<file path="src/rtl/async_fifo_write_arbiter.sv">
// Round-robin arbiter sharing the async FIFO write port among NUM_REQ
// requesters in the write clock domain. A grant lasts up to MAX_BURST beats.
// It ends early on a packet end, or after IDLE_TIMEOUT consecutive cycles in
// which the granted requester has nothing to send. FIFO full only pauses a
// grant and never ends it.
module async_fifo_write_arbiter #(
   parameter int NUM_REQ      = 4,
   parameter int DATA_WIDTH   = 8,
   parameter int MAX_BURST    = 4,
   parameter int IDLE_TIMEOUT = 8
) (
   input  logic                          write_clk,
   input  logic                          write_rst_n,
   input  logic [NUM_REQ-1:0]            req_valid,
   input  logic [NUM_REQ*DATA_WIDTH-1:0] req_data,
   input  logic [NUM_REQ-1:0]            req_last,
   output logic [NUM_REQ-1:0]            req_ready,
   output logic                          p_write_en,
   output logic [DATA_WIDTH-1:0]         p_write_data,
   input  logic                          p_write_full,
   output logic [NUM_REQ-1:0]            grant,
   output logic                          grant_active
);

   localparam int IDX_W   = (NUM_REQ > 1) ? $clog2(NUM_REQ) : 1;
   localparam int BEAT_W  = $clog2(MAX_BURST + 1);
   localparam int STALL_W = $clog2(IDLE_TIMEOUT + 1);

   typedef enum logic [0:0] {
      ST_IDLE  = 1'b0,
      ST_BURST = 1'b1
   } state_e;

   state_e             state_q, state_d;
   logic [IDX_W-1:0]   rr_ptr_q, rr_ptr_d;
   logic [IDX_W-1:0]   grant_idx_q, grant_idx_d;
   logic [BEAT_W-1:0]  beat_cnt_q, beat_cnt_d;
   logic [STALL_W-1:0] stall_cnt_q, stall_cnt_d;

   logic                  any_req;
   logic [IDX_W-1:0]      winner_idx;
   logic                  sel_valid;
   logic                  sel_last;
   logic [DATA_WIDTH-1:0] sel_data;
   logic                  accept;
   logic                  idle_cycle;
   logic                  release_now;

   // Round-robin search: first valid requester at or after rr_ptr, wrapping.
   always_comb begin
      // NOTE: every combinational output gets a default first so no path leaves it unassigned (no latch).
      any_req    = 1'b0;
      winner_idx = '0;
      for (int k = 0; k < NUM_REQ; k++) begin
         if (!any_req && req_valid[IDX_W'((int'(rr_ptr_q) + k) % NUM_REQ)]) begin
            any_req    = 1'b1;
            winner_idx = IDX_W'((int'(rr_ptr_q) + k) % NUM_REQ);
         end
      end
   end

   // Select the granted requester's beat signals.
   always_comb begin
      sel_valid = 1'b0;
      sel_last  = 1'b0;
      sel_data  = '0;
      for (int i = 0; i < NUM_REQ; i++) begin
         if (grant_idx_q == IDX_W'(i)) begin
            sel_valid = req_valid[i];
            sel_last  = req_last[i];
            sel_data  = req_data[i*DATA_WIDTH +: DATA_WIDTH];
         end
      end
   end

   // A beat moves only when the FIFO has room; otherwise the cycle is idle or stalled by full.
   assign accept     = (state_q == ST_BURST) &&  sel_valid && !p_write_full;
   assign idle_cycle = (state_q == ST_BURST) && !sel_valid && !p_write_full;

   // Drive the FIFO write port and the per-requester handshake from the current grant.
   always_comb begin
      grant        = '0;
      req_ready    = '0;
      grant_active = 1'b0;
      p_write_en   = accept;
      p_write_data = accept ? sel_data : '0;
      if (state_q == ST_BURST) begin
         grant[grant_idx_q]     = 1'b1;
         grant_active           = 1'b1;
         req_ready[grant_idx_q] = !p_write_full;
      end
   end

   // Next-state logic: grant in IDLE, count beats and stalls in BURST, release on last/burst/timeout.
   always_comb begin
      state_d     = state_q;
      rr_ptr_d    = rr_ptr_q;
      grant_idx_d = grant_idx_q;
      beat_cnt_d  = beat_cnt_q;
      stall_cnt_d = stall_cnt_q;
      release_now = 1'b0;
      case (state_q)
         ST_IDLE: begin
            beat_cnt_d  = '0;
            stall_cnt_d = '0;
            if (any_req) begin
               grant_idx_d = winner_idx;
               state_d     = ST_BURST;
            end
         end
         ST_BURST: begin
            if (accept) begin
               beat_cnt_d  = beat_cnt_q + BEAT_W'(1);
               stall_cnt_d = '0;
               if (sel_last || (beat_cnt_q == BEAT_W'(MAX_BURST - 1))) begin
                  release_now = 1'b1;
               end
            end else if (idle_cycle) begin
               if (stall_cnt_q == STALL_W'(IDLE_TIMEOUT - 1)) begin
                  release_now = 1'b1;
               end else begin
                  stall_cnt_d = stall_cnt_q + STALL_W'(1);
               end
            end
            if (release_now) begin
               state_d  = ST_IDLE;
               rr_ptr_d = (grant_idx_q == IDX_W'(NUM_REQ - 1)) ? '0 : grant_idx_q + IDX_W'(1);
            end
         end
         default: state_d = ST_IDLE;
      endcase
   end

   // State and counter registers; reset drops any burst in progress at once.
   always_ff @(posedge write_clk or negedge write_rst_n) begin
      if (!write_rst_n) begin
         state_q     <= ST_IDLE;
         rr_ptr_q    <= '0;
         grant_idx_q <= '0;
         beat_cnt_q  <= '0;
         stall_cnt_q <= '0;
      end else begin
         // NOTE: non-blocking assignments so every register samples pre-edge values.
         state_q     <= state_d;
         rr_ptr_q    <= rr_ptr_d;
         grant_idx_q <= grant_idx_d;
         beat_cnt_q  <= beat_cnt_d;
         stall_cnt_q <= stall_cnt_d;
      end
   end

endmodule

</file>
<file path="config.mk">
export PLATFORM = sky130hd
export DESIGN_NAME = async_fifo_write_arbiter
export DESIGN_NICKNAME = d
export VERILOG_FILES = /design/src/rtl/async_fifo_write_arbiter.sv
export SDC_FILE = /design/constraint.sdc
export NUM_CORES = 1
export LEC_CHECK = 0
export CORE_MARGIN = 2
export CORE_UTILIZATION = 40
export CTS_BUF_LIST = sky130_fd_sc_hd__clkbuf_4 sky130_fd_sc_hd__clkbuf_8
export DETAILED_ROUTE_END_ITERATION = 8
export PLACE_DENSITY_LB_ADDON = 0.08
export SLEW_MARGIN = 20
export SYNTH_ARGS = -nofsm -noshare
export SYNTH_HDL_FRONTEND = slang
export SYNTH_SLANG_ARGS = --single-unit
export TNS_END_PERCENT = 20
</file>
<file path="constraint.sdc">
create_clock -name write_clk -period 2.54 [get_ports write_clk]
set_clock_uncertainty 0.15 [all_clocks]
set_input_delay 0.508 -clock write_clk [delete_from_list [all_inputs] [get_ports write_clk]]
set_output_delay 0.508 -clock write_clk [all_outputs]
set_load 0.05 [all_outputs]
</file>
Word-level counts from Yosys, hierarchy flattened
Cells that the tools add are included.
- eq/ne operators: 8
- $add $sub $neg: 6
- mux-type cells: 53
- bitwise operators: 2
- reduce and logical (&&, ||, !) cells: 18
- order comparisons: 6
- operator list (kind ; count):
    $mux 8 ; 5
    $mux 1 ; 29
    $mux 4 ; 5
    $lt 2x4->1 const B ; 4
    $mux 2 ; 5
    $bmux 1 s2 ; 4
    $logic_and 1x1->1 ; 8
    $pmux 4 s2 ; 1
    $pmux 3 s2 ; 1
    $reduce_and 2->1 ; 3
    $logic_not 1->1 ; 5
    $add 2x1->2 const B ; 2
    $add 2x2->2 const B ; 2
    $add 4x1->4 const B ; 1
    $and 4x4->4 ; 1
    $eq 2x2->1 const B ; 2
    $eq 4x3->1 const B ; 1
    $add 3x1->3 const B ; 1
    $eq 3x2->1 const B ; 1
    $lt 2x3->1 const B ; 1
    $mux 3 ; 1
    $ne 3x1->1 const B ; 1
    $ne 3x3->1 const B ; 1
    $demux 1 s2 ; 1
    other kinds (7) ; 7
- output and inout bits: 18
- word-level logic and storage cells: 98
- register bits after elaboration: 12

Longest topological paths before layout
Gate-level depths: netlist of the first run.
- depth in word-level cells: 15
- mapped depth: 10
- mapped depth without buffers: 8

Least setup slack after synthesis of the first run
Ideal clock, no wire load.
- path type: flip-flop to output port
- start: reg state_q
- end: out p_write_data[0]
- cell stages (with the launch flop): 7
- path slack: -578 ps
- path buffers: 1
- arrival: 2460 ps
- cells stage by stage: dfrtp_1 > nor2b_1 > o311a_4 > nand2_4 > inv_4 > clkbuf_1 > and2_1
- cells in the longest elaborated chain, start to end: 3
- ends and longest elaborated chain (element ; RTL line ; source):
    start, declared ; 34 ; state_e state_q, state_d;
    start signal, assigned ; 144 ; state_q <= state_d;
    $logic_and 1x1->1 (2 in series) ; 77 ; assign accept = (state_q == ST_BURST) && sel_valid && !p_write_full;
    net p_write_en ; 18 ; output logic p_write_en,
    $mux 8 ; 86 ; p_write_data = accept ? sel_data : '0;
    end, declared ; 19 ; output logic [DATA_WIDTH-1:0] p_write_data,
The timed path passes the listed nets, and every way through them passes these cells.

Worst setup path in the final report of the first run
- start: reg grant_idx_q[1]
- end: out p_write_data[1]
- cells in the longest elaborated chain, start to end: 8
- ends and longest elaborated chain (element ; RTL line ; source):
    start, declared ; 36 ; logic [IDX_W-1:0] grant_idx_q, grant_idx_d;
    start signal, assigned ; 146 ; grant_idx_q <= grant_idx_d;
    $logic_not 2->1 ; 68 ; if (grant_idx_q == IDX_W'(i)) begin
    $mux 1 (4 in series) ; 68 ;
    $logic_and 1x1->1 (2 in series) ; 77 ;
    $mux 8 * ; 86 ;
Every way passes the cells marked *; elsewhere a longest branch is shown, timed or not.

==> results of run 1 <==
==> layout make-up <==
cell class	count	area, µm²
Inverter	11	48.8
Timing Repair Buffer	85	1010
Clock buffer	4	36.3
Multi-Input combinational cell	126	883
Tap cell	31	38.8
Fill cell	172	463
Sequential cell	12	303
==> cell usage in the layout (no fill, tap or decap), drive strengths merged <==
cell,count
clkdlybuf4s50,43
buf,41
nand2,24
a21oi,20
o21ai,14
and2,13
dfrtp,12
inv,11
nand3b,10
ha,7
nand3,5
nor2,5
clkbuf,5
o22ai,3
mux2,3
nand2b,2
nor3,2
o211ai,2
a31oi,2
a211oi,1
nor2b,1
o311a,1
a311oi,1
nor4,1
a221oi,1
a21o,1
o311ai,1
nand4,1
or4,1
o21a,1
o41ai,1
mux2i,1
a22oi,1
==> worst max path at each step <==
stage / cells past startpoint / endpoint / slack [ps] / from
after global placement: 8 / p_write_data[7] / 0.3 / grant_idx_q[1]
after global routing: 10 / p_write_data[4] / -180 / grant_idx_q[1]
after floorplan: 9 / p_write_data[0] / -40 / grant_idx_q[0]
after detailed placement: 8 / p_write_data[7] / -60 / grant_idx_q[1]
after CTS: 8 / p_write_data[3] / -60 / grant_idx_q[0]
final: 9 / p_write_data[1] / -110 / grant_idx_q[1]
==> registers in the layout (all words and copies together) (netlist names) <==
name and count:
rr_ptr_q 2, state_q 1, grant_idx_q 2, beat_cnt_q 3, stall_cnt_q 4
==> cell families after synthesis <==
family	count (synthesis)
flip-flops	12
AO/OA/AOI/OAI	50
buffers and inverters	20
multiplexers	4
AND/OR/NAND/NOR	65
adder cells (fa/ha/maj)	7
==> through the flow <==
| step | util, % | TNS (ps) |
|---|---|---|
| 3_3_place_gp | 74.0 | 0 |
| 3_5_place_dp | 74.0 | -141 |
| 5_1_grt | 83.4 | -1480 |
| 4_1_cts | 79.6 | -321 |
| 6_report | 83.4 | -822 |
| 2_1_floorplan | - | -359 |
==> power by group <==
group	internal (µW)	total (µW)	switching, µW
Combinational	1070	2120	1050
Sequential	277	402	125
Clock	87.3	157	69.5
==> critical path: cells and delay by family (launching register included) <==
kind	cells	cell delay [ps]
buffers and inverters	4	490
flip-flops	1	410
AND/OR/NAND/NOR	3	360
AO/OA/AOI/OAI	1	270
adder cells (fa/ha/maj)	1	170
==> per-layer routing <==
| metal | vias to the layer above | track usage (%) | share of wire [%] |
|---|---|---|---|
| li1 | 724 | - | - |
| met1 | 711 | 32.9 | 39 |
| met2 | 79 | 47.9 | 51 |
| met3 | 11 | 4.24 | 8.0 |
| met4 | 0 | 10.3 | 2.0 |
| met5 | - | 0 | 0 |
==> repair_timing <==
item,4_1_cts,5_1_grt
endpoints found under the setup margin,10,9
gates cloned,0,1
pin swaps,9,8
resized for setup,21,13
buffers inserted,8,4
==> results summary, run 1 <==
The flow ran to the end, but the final reports show violations. The checks that failed: negative setup slack. Summing all non-filler instances in the final layout gives an area of 2320 µm². The number of port buffers is 60.

The worst hold path begins at beat_cnt_q[1]. The smallest hold slack came out at 415 ps. Dividing the detail-routed wire length by the instance count gives 16.8 µm. The clock slew seen by the registers of the worst setup and hold paths is 80 ps. Sorting the synthesized cells by area gives the leading types as dfrtp_1, a21oi_1, ha_1. The library cell with the highest instance count after synthesis is nand2_1. The worst-path maximum fanout came out at 10. The wire length of the first global-routing pass came out at 7000 µm. The startpoint identified for the worst register-to-register timing path is grant_idx_q[0]. The post-synthesis register bit count is 12. The number of synthesized flops with an enable pin came out at 0. The endpoint kind of the worst setup timing path is an output port.

The share of synthesized cell area in full adder, half adder and majority cells is 7.45%. The pin count of the biggest net entering global routing came out at 19. The number of standard cells in the final layout excluding fillers is 269. The count of warnings emitted by yosys came out at 0. In the synthesized netlist the dominant register cell turns out to be dfrtp_1. Along the worst hold path, the cell count comes to 2.

Sorting the synthesized cells by how often they occur yields nand2_1, a21oi_1, and2_1, o21ai_0, dfrtp_1. The worst reg-to-reg setup slack is 150 ps. The critical path is of the reg -> out type. The number of hold violations in the final report is 0. The distinct cell type count after synthesis came out at 35.

The biggest area contributor in the post-synthesis netlist is dfrtp_1. The total number of H-tree levels came out at 1. The final layout net count came out at 289. The highest cell delay on the worst timing path came out at 410 ps. The number of iterations in the first detailed-routing pass is 4. The number of antenna repair diodes came out at 0. For the worst flop-to-flop path, the logic depth is 8.

The worst max-slew margin expressed relative to the limit came out at 62.0%. The placed cell count came out at 252. The compound-cell area share of the yosys netlist is 26.4%.

The maximum resistive drop on vdd is 1030 µV. The synthesized netlist occupies a cell area of 1180 µm². The floorplan step set the die height to 58.2 µm.

In the finished design, the share of the clock period the worst path needs comes to 104%. The total clock sinks came out at 12. The number of max-slew violations in the final report is 0. The signal on the critical path passes through inv_2, buf_12, ha_4, nand2_1, o21ai_1, nand2_4, inv_4, and2_2, buf_12. In this run the power density over the cells is 1160 nW/µm². The maximum count of clock buffers along a single path is 2. The worst-case setup slack after placement came out at -57.8 ps. The leakage component of the power is 0.000972 µW. The power consumption is 2680 µW.

Setup repair after global routing could not meet its margin everywhere. By area, the combinational part of the netlist is dominated by simple AND/OR/NAND/NOR gates. In this run the horizontal extent of the chip is 58.2 µm. The overall overflow remaining after global route came out at 0. The mean instance size in the synthesized netlist came out at 7.44 µm². The final period demand of the worst path is 2650 ps. Max-cap violations in this run came to 0. The library cell contributing the largest single delay on the critical path is dfrtp_1. The initial cell density of the core is 42.3%. The share of synthesized cell area in and, or, nand and nor gates came out at 29.5%. The floorplan die area is 3390 µm². By instance count, the cell type seen most on the critical path is buf_12. The number of buffers inserted for hold repair after clock tree synthesis came out at 0.

The final routed DRC violation total is 0. The area growth from synthesis to layout is 97.1%. At the worst endpoint, the required time is 1880 ps.

The placeable core region came out at 2780 µm². The worst setup path is launched from a flop. The row count is 19. After legalization and detailed placement, the total HPWL measured 3050 µm. The via density per instance came out at 5.67. The share of synthesized flip-flops with an asynchronous set or reset is 100%. The total CTS buffers came out at 3. The post-synthesis net count came out at 208. The detailed router finished its first iteration with 88 violations. For this run, the register share of the synthesized area comes to 25.5%. At the end of routability-driven placement, the weighted congestion stood at 0.831.

The top achievable clock speed is 378 MHz. TritonCTS built the clock tree. The top-area cell type share of the netlist area is 25.5%. The share of post-route cells with drive strength above 1 came out at 33.2%. Synthesis produced a netlist whose cell count is 158. The total number of vias is 1525.

The transition at the pin with the smallest max-transition slack came out at 569 ps. At the worst endpoint, the arrival time is 1990 ps. The number of antenna violations at the first check in global routing is 0.

The post-synthesis xor/xnor area fraction is 0%. The total wire length after detailed routing is 4510 µm. The post-route antenna net violation count is 0. In this run the worst hold path is classified as reg -> reg.

The worst hold path terminates at beat_cnt_q[1]. The clock insertion delay at the later pin of the skew report is 280 ps. The via count of the first global-routing pass came out at 1493. Global routing used 27.1% of the available tracks across all layers.

The multiplexer fraction of the synthesized cell area is 3.72%. The destination of the worst register-to-register timing path is rr_ptr_q[1]. The placement-stage cell area is 2060 µm². The tree is rooted in a clkbuf_4. The setup slack of the critical path after layout came out at -107 ps.

The number of placed I/O pins came out at 61. The final number of setup-violating endpoints came out at 9.
Power figures use the tool's default switching activity.
==> inputs of run 2 (changes only) <==
--- a/config.mk
+++ b/config.mk
@@ -6,10 +6,10 @@
 export NUM_CORES = 1
 export LEC_CHECK = 0
 export CORE_MARGIN = 2
-export CORE_UTILIZATION = 40
+export CORE_UTILIZATION = 41
 export CTS_BUF_LIST = sky130_fd_sc_hd__clkbuf_4 sky130_fd_sc_hd__clkbuf_8
 export DETAILED_ROUTE_END_ITERATION = 8
-export PLACE_DENSITY_LB_ADDON = 0.08
+export PLACE_DENSITY = 0.83
 export SLEW_MARGIN = 20
 export SYNTH_ARGS = -nofsm -noshare
 export SYNTH_HDL_FRONTEND = slang
==> run 2 against run 1 <==
  * The run still ends with negative setup slack left
  * Routed wire length grew 8.2%
  * Worst hold slack worse by 47 ps
  * Via count increased by 3.7%
  * Combinational power down 4%
  * Final area is 2.9% lower
  * Sequential power decreased by 3%
  * Power down 4.2%
  * Non-clock buffer count down 2
  * Count of clock-buffer cells in the layout is the same
  * Flip-flop and latch count stayed put
  * Register-to-register slack got worse by 70 ps
  * Critical endpoint is now p_write_data[5]
==> results summary, run 2 (synthesized netlist as in run 1, its figures left out) <==
The final design utilization came out at 82.3%. The pin count of the biggest net entering global routing came out at 21. The worst-case setup slack after placement is -74.1 ps. STA classifies the critical path endpoint as an output port. The setup slack of the critical path after layout is -109 ps. The worst register-to-register path begins at grant_idx_q[0]. The height of the die is 57.6 µm. Measured against its own limit, the worst slew margin works out to 62.9%. The launching instance or port of the critical path is grant_idx_q[0]. The row count is 19.

The via count of the first global-routing pass is 1407. The period utilization is 104%. Once the floorplan was initialized, standard cells occupied 43.0% of the core.

The post-detailed-placement half-perimeter wirelength came out at 3220 µm. The global router's overall resource usage came out at 25.3%. The via density per instance came out at 5.92. The origin of the worst min-delay path is beat_cnt_q[0]. Final hold analysis gives a worst-case slack of 369 ps.

The number of hold violations in the final report is 0. Counting tap cells, the placed design contains a total of 253 instances. The width of the die came out at 57.6 µm. The share of post-route cells with drive strength above 1 is 31.8%. The finished cells cover 2250 µm². Leaving out fill and tap cells, the most frequent cell in the layout is clkdlybuf4s50_1. The final routed DRC violation total came out at 0.

Setup violations remaining at the end of the flow were counted as 9. The setup path with the least slack is of type reg -> out. The root buffer cell chosen for the clock tree is clkbuf_4.

The number of antenna violations at the first check in global routing is 0. The checks that failed: negative setup slack. The layout-stage area growth over the synthesis result is 91.4%. The placement-stage cell area is 2050 µm². The register with the most flip-flops in the layout has 4 of them. The number of standard cells in the final layout excluding fillers is 267. The class of the tightest hold or removal check is reg -> reg.

The maximum count of clock buffers along a single path is 2. The routed length per instance came out at 18.3 µm. The data arrival time of the critical path is 1990 ps. The maximum resistive drop on vdd is 862 µV. The number of iterations in the first detailed-routing pass is 4. The total number of vias came out at 1581. Setup repair after global routing could not meet its margin everywhere.

The top achievable clock speed came out at 377 MHz. TritonCTS built the clock tree. The final period demand of the worst path is 2650 ps. Wires add up to 4880 µm.

The total number of H-tree levels is 1. The wire length of the first global-routing pass is 6520 µm. The clock insertion delay at the later pin of the skew report is 290 ps. The total power density per cell area is 1140 nW/µm². At the end of routability-driven placement, the weighted congestion stood at 0.895. The transition at the pin with the smallest max-transition slack is 555 ps. The number of antenna repair diodes came out at 0. The floorplan step defined a die boundary enclosing 3310 µm². In the layout the commonest cells are clkdlybuf4s50_1, nand2_1, buf_4, a21oi_1, buf_12.

The largest registers in the layout are stall_cnt_q: 4 flops, beat_cnt_q: 3 flops. The data required time at the worst endpoint came out at 1880 ps. STA classifies the critical path startpoint as a flop. Ranked by flip-flop count, first place goes to stall_cnt_q.

After the first detailed-routing iteration, the DRC count stood at 132. Counting the buffers created by CTS gives 3. In this run the remaining antenna-violating nets after routing total 0. The worst-path maximum fanout came out at 7. The max capacitance violation total came out at 0. The number of placed I/O pins came out at 61. The placeable core region came out at 2730 µm². For this run the aggregate overflow at the end of global routing stands at 0.

The run finished, with violations left. The number of port buffers is 60. The number of buffers inserted for hold repair after clock tree synthesis came out at 0.

The total clock sinks came out at 12. The number of max-slew violations in the final report is 0. The final layout net count is 287. The clock slew seen by the registers of the worst setup and hold paths came out at 80 ps. The leakage component of the power is 0.000947 µW.
-- run 2: layout make-up --
type                       instances  area [µm²]
timing repair buffer              83         945
tap                               31        38.8
fill                             155         483
sequential                        12         303
inverter                          11        51.3
clock buffer                       4        30.0
multi-input combinational        126         883
-- run 2: worst paths after layout --
check | end | slack (ps) | cells after the start
setup / recovery | p_write_data[5] | -110 | 8
hold / removal | beat_cnt_q[0] | 370 | 1
setup reg to reg | rr_ptr_q[1] | 80 | 8
hold reg to reg | beat_cnt_q[0] | 370 | 1
max in group asynchronous | state_q | 1420 | 1
min in group asynchronous | stall_cnt_q[2] | 420 | 1
-- run 2: worst max-delay path, stage by stage, from the launching register on --
cell      delay (ps)
dfrtp_2          460
ha_4             210
buf_4            140
nand3b_1         160
a21oi_1          160
a21oi_1           70
o21ai_1          170
and2_4           190
buf_12           130
-- run 2: repair_timing --
item                                    CTS  global route
buffers inserted                          3             6
cloned                                    0             1
resized for setup                        24            15
endpoints found under the setup margin   11             9
pin swaps                                 4            12
-- run 2: report_power, final --
group	switching (µW)	internal, µW
logic	1070	971
registers	113	277
clock network	67.3	71.8
-- run 2: metal layers --
layer / GRT usage (%) / wire length [µm]
met2: 46.4 / 2520
met3: 2.95 / 354
met5: 0 / 0
met1: 28.8 / 1900
met4: 11.6 / 102
-- run 2: metrics by stage --
step | total power [µW] | setup TNS, ps
6_report | 2570 | -492
5_1_grt | 2700 | -1270
4_1_cts | 2360 | -188
3_5_place_dp | 2070 | -590
3_3_place_gp | 2000 | -132
2_1_floorplan | 1360 | -359
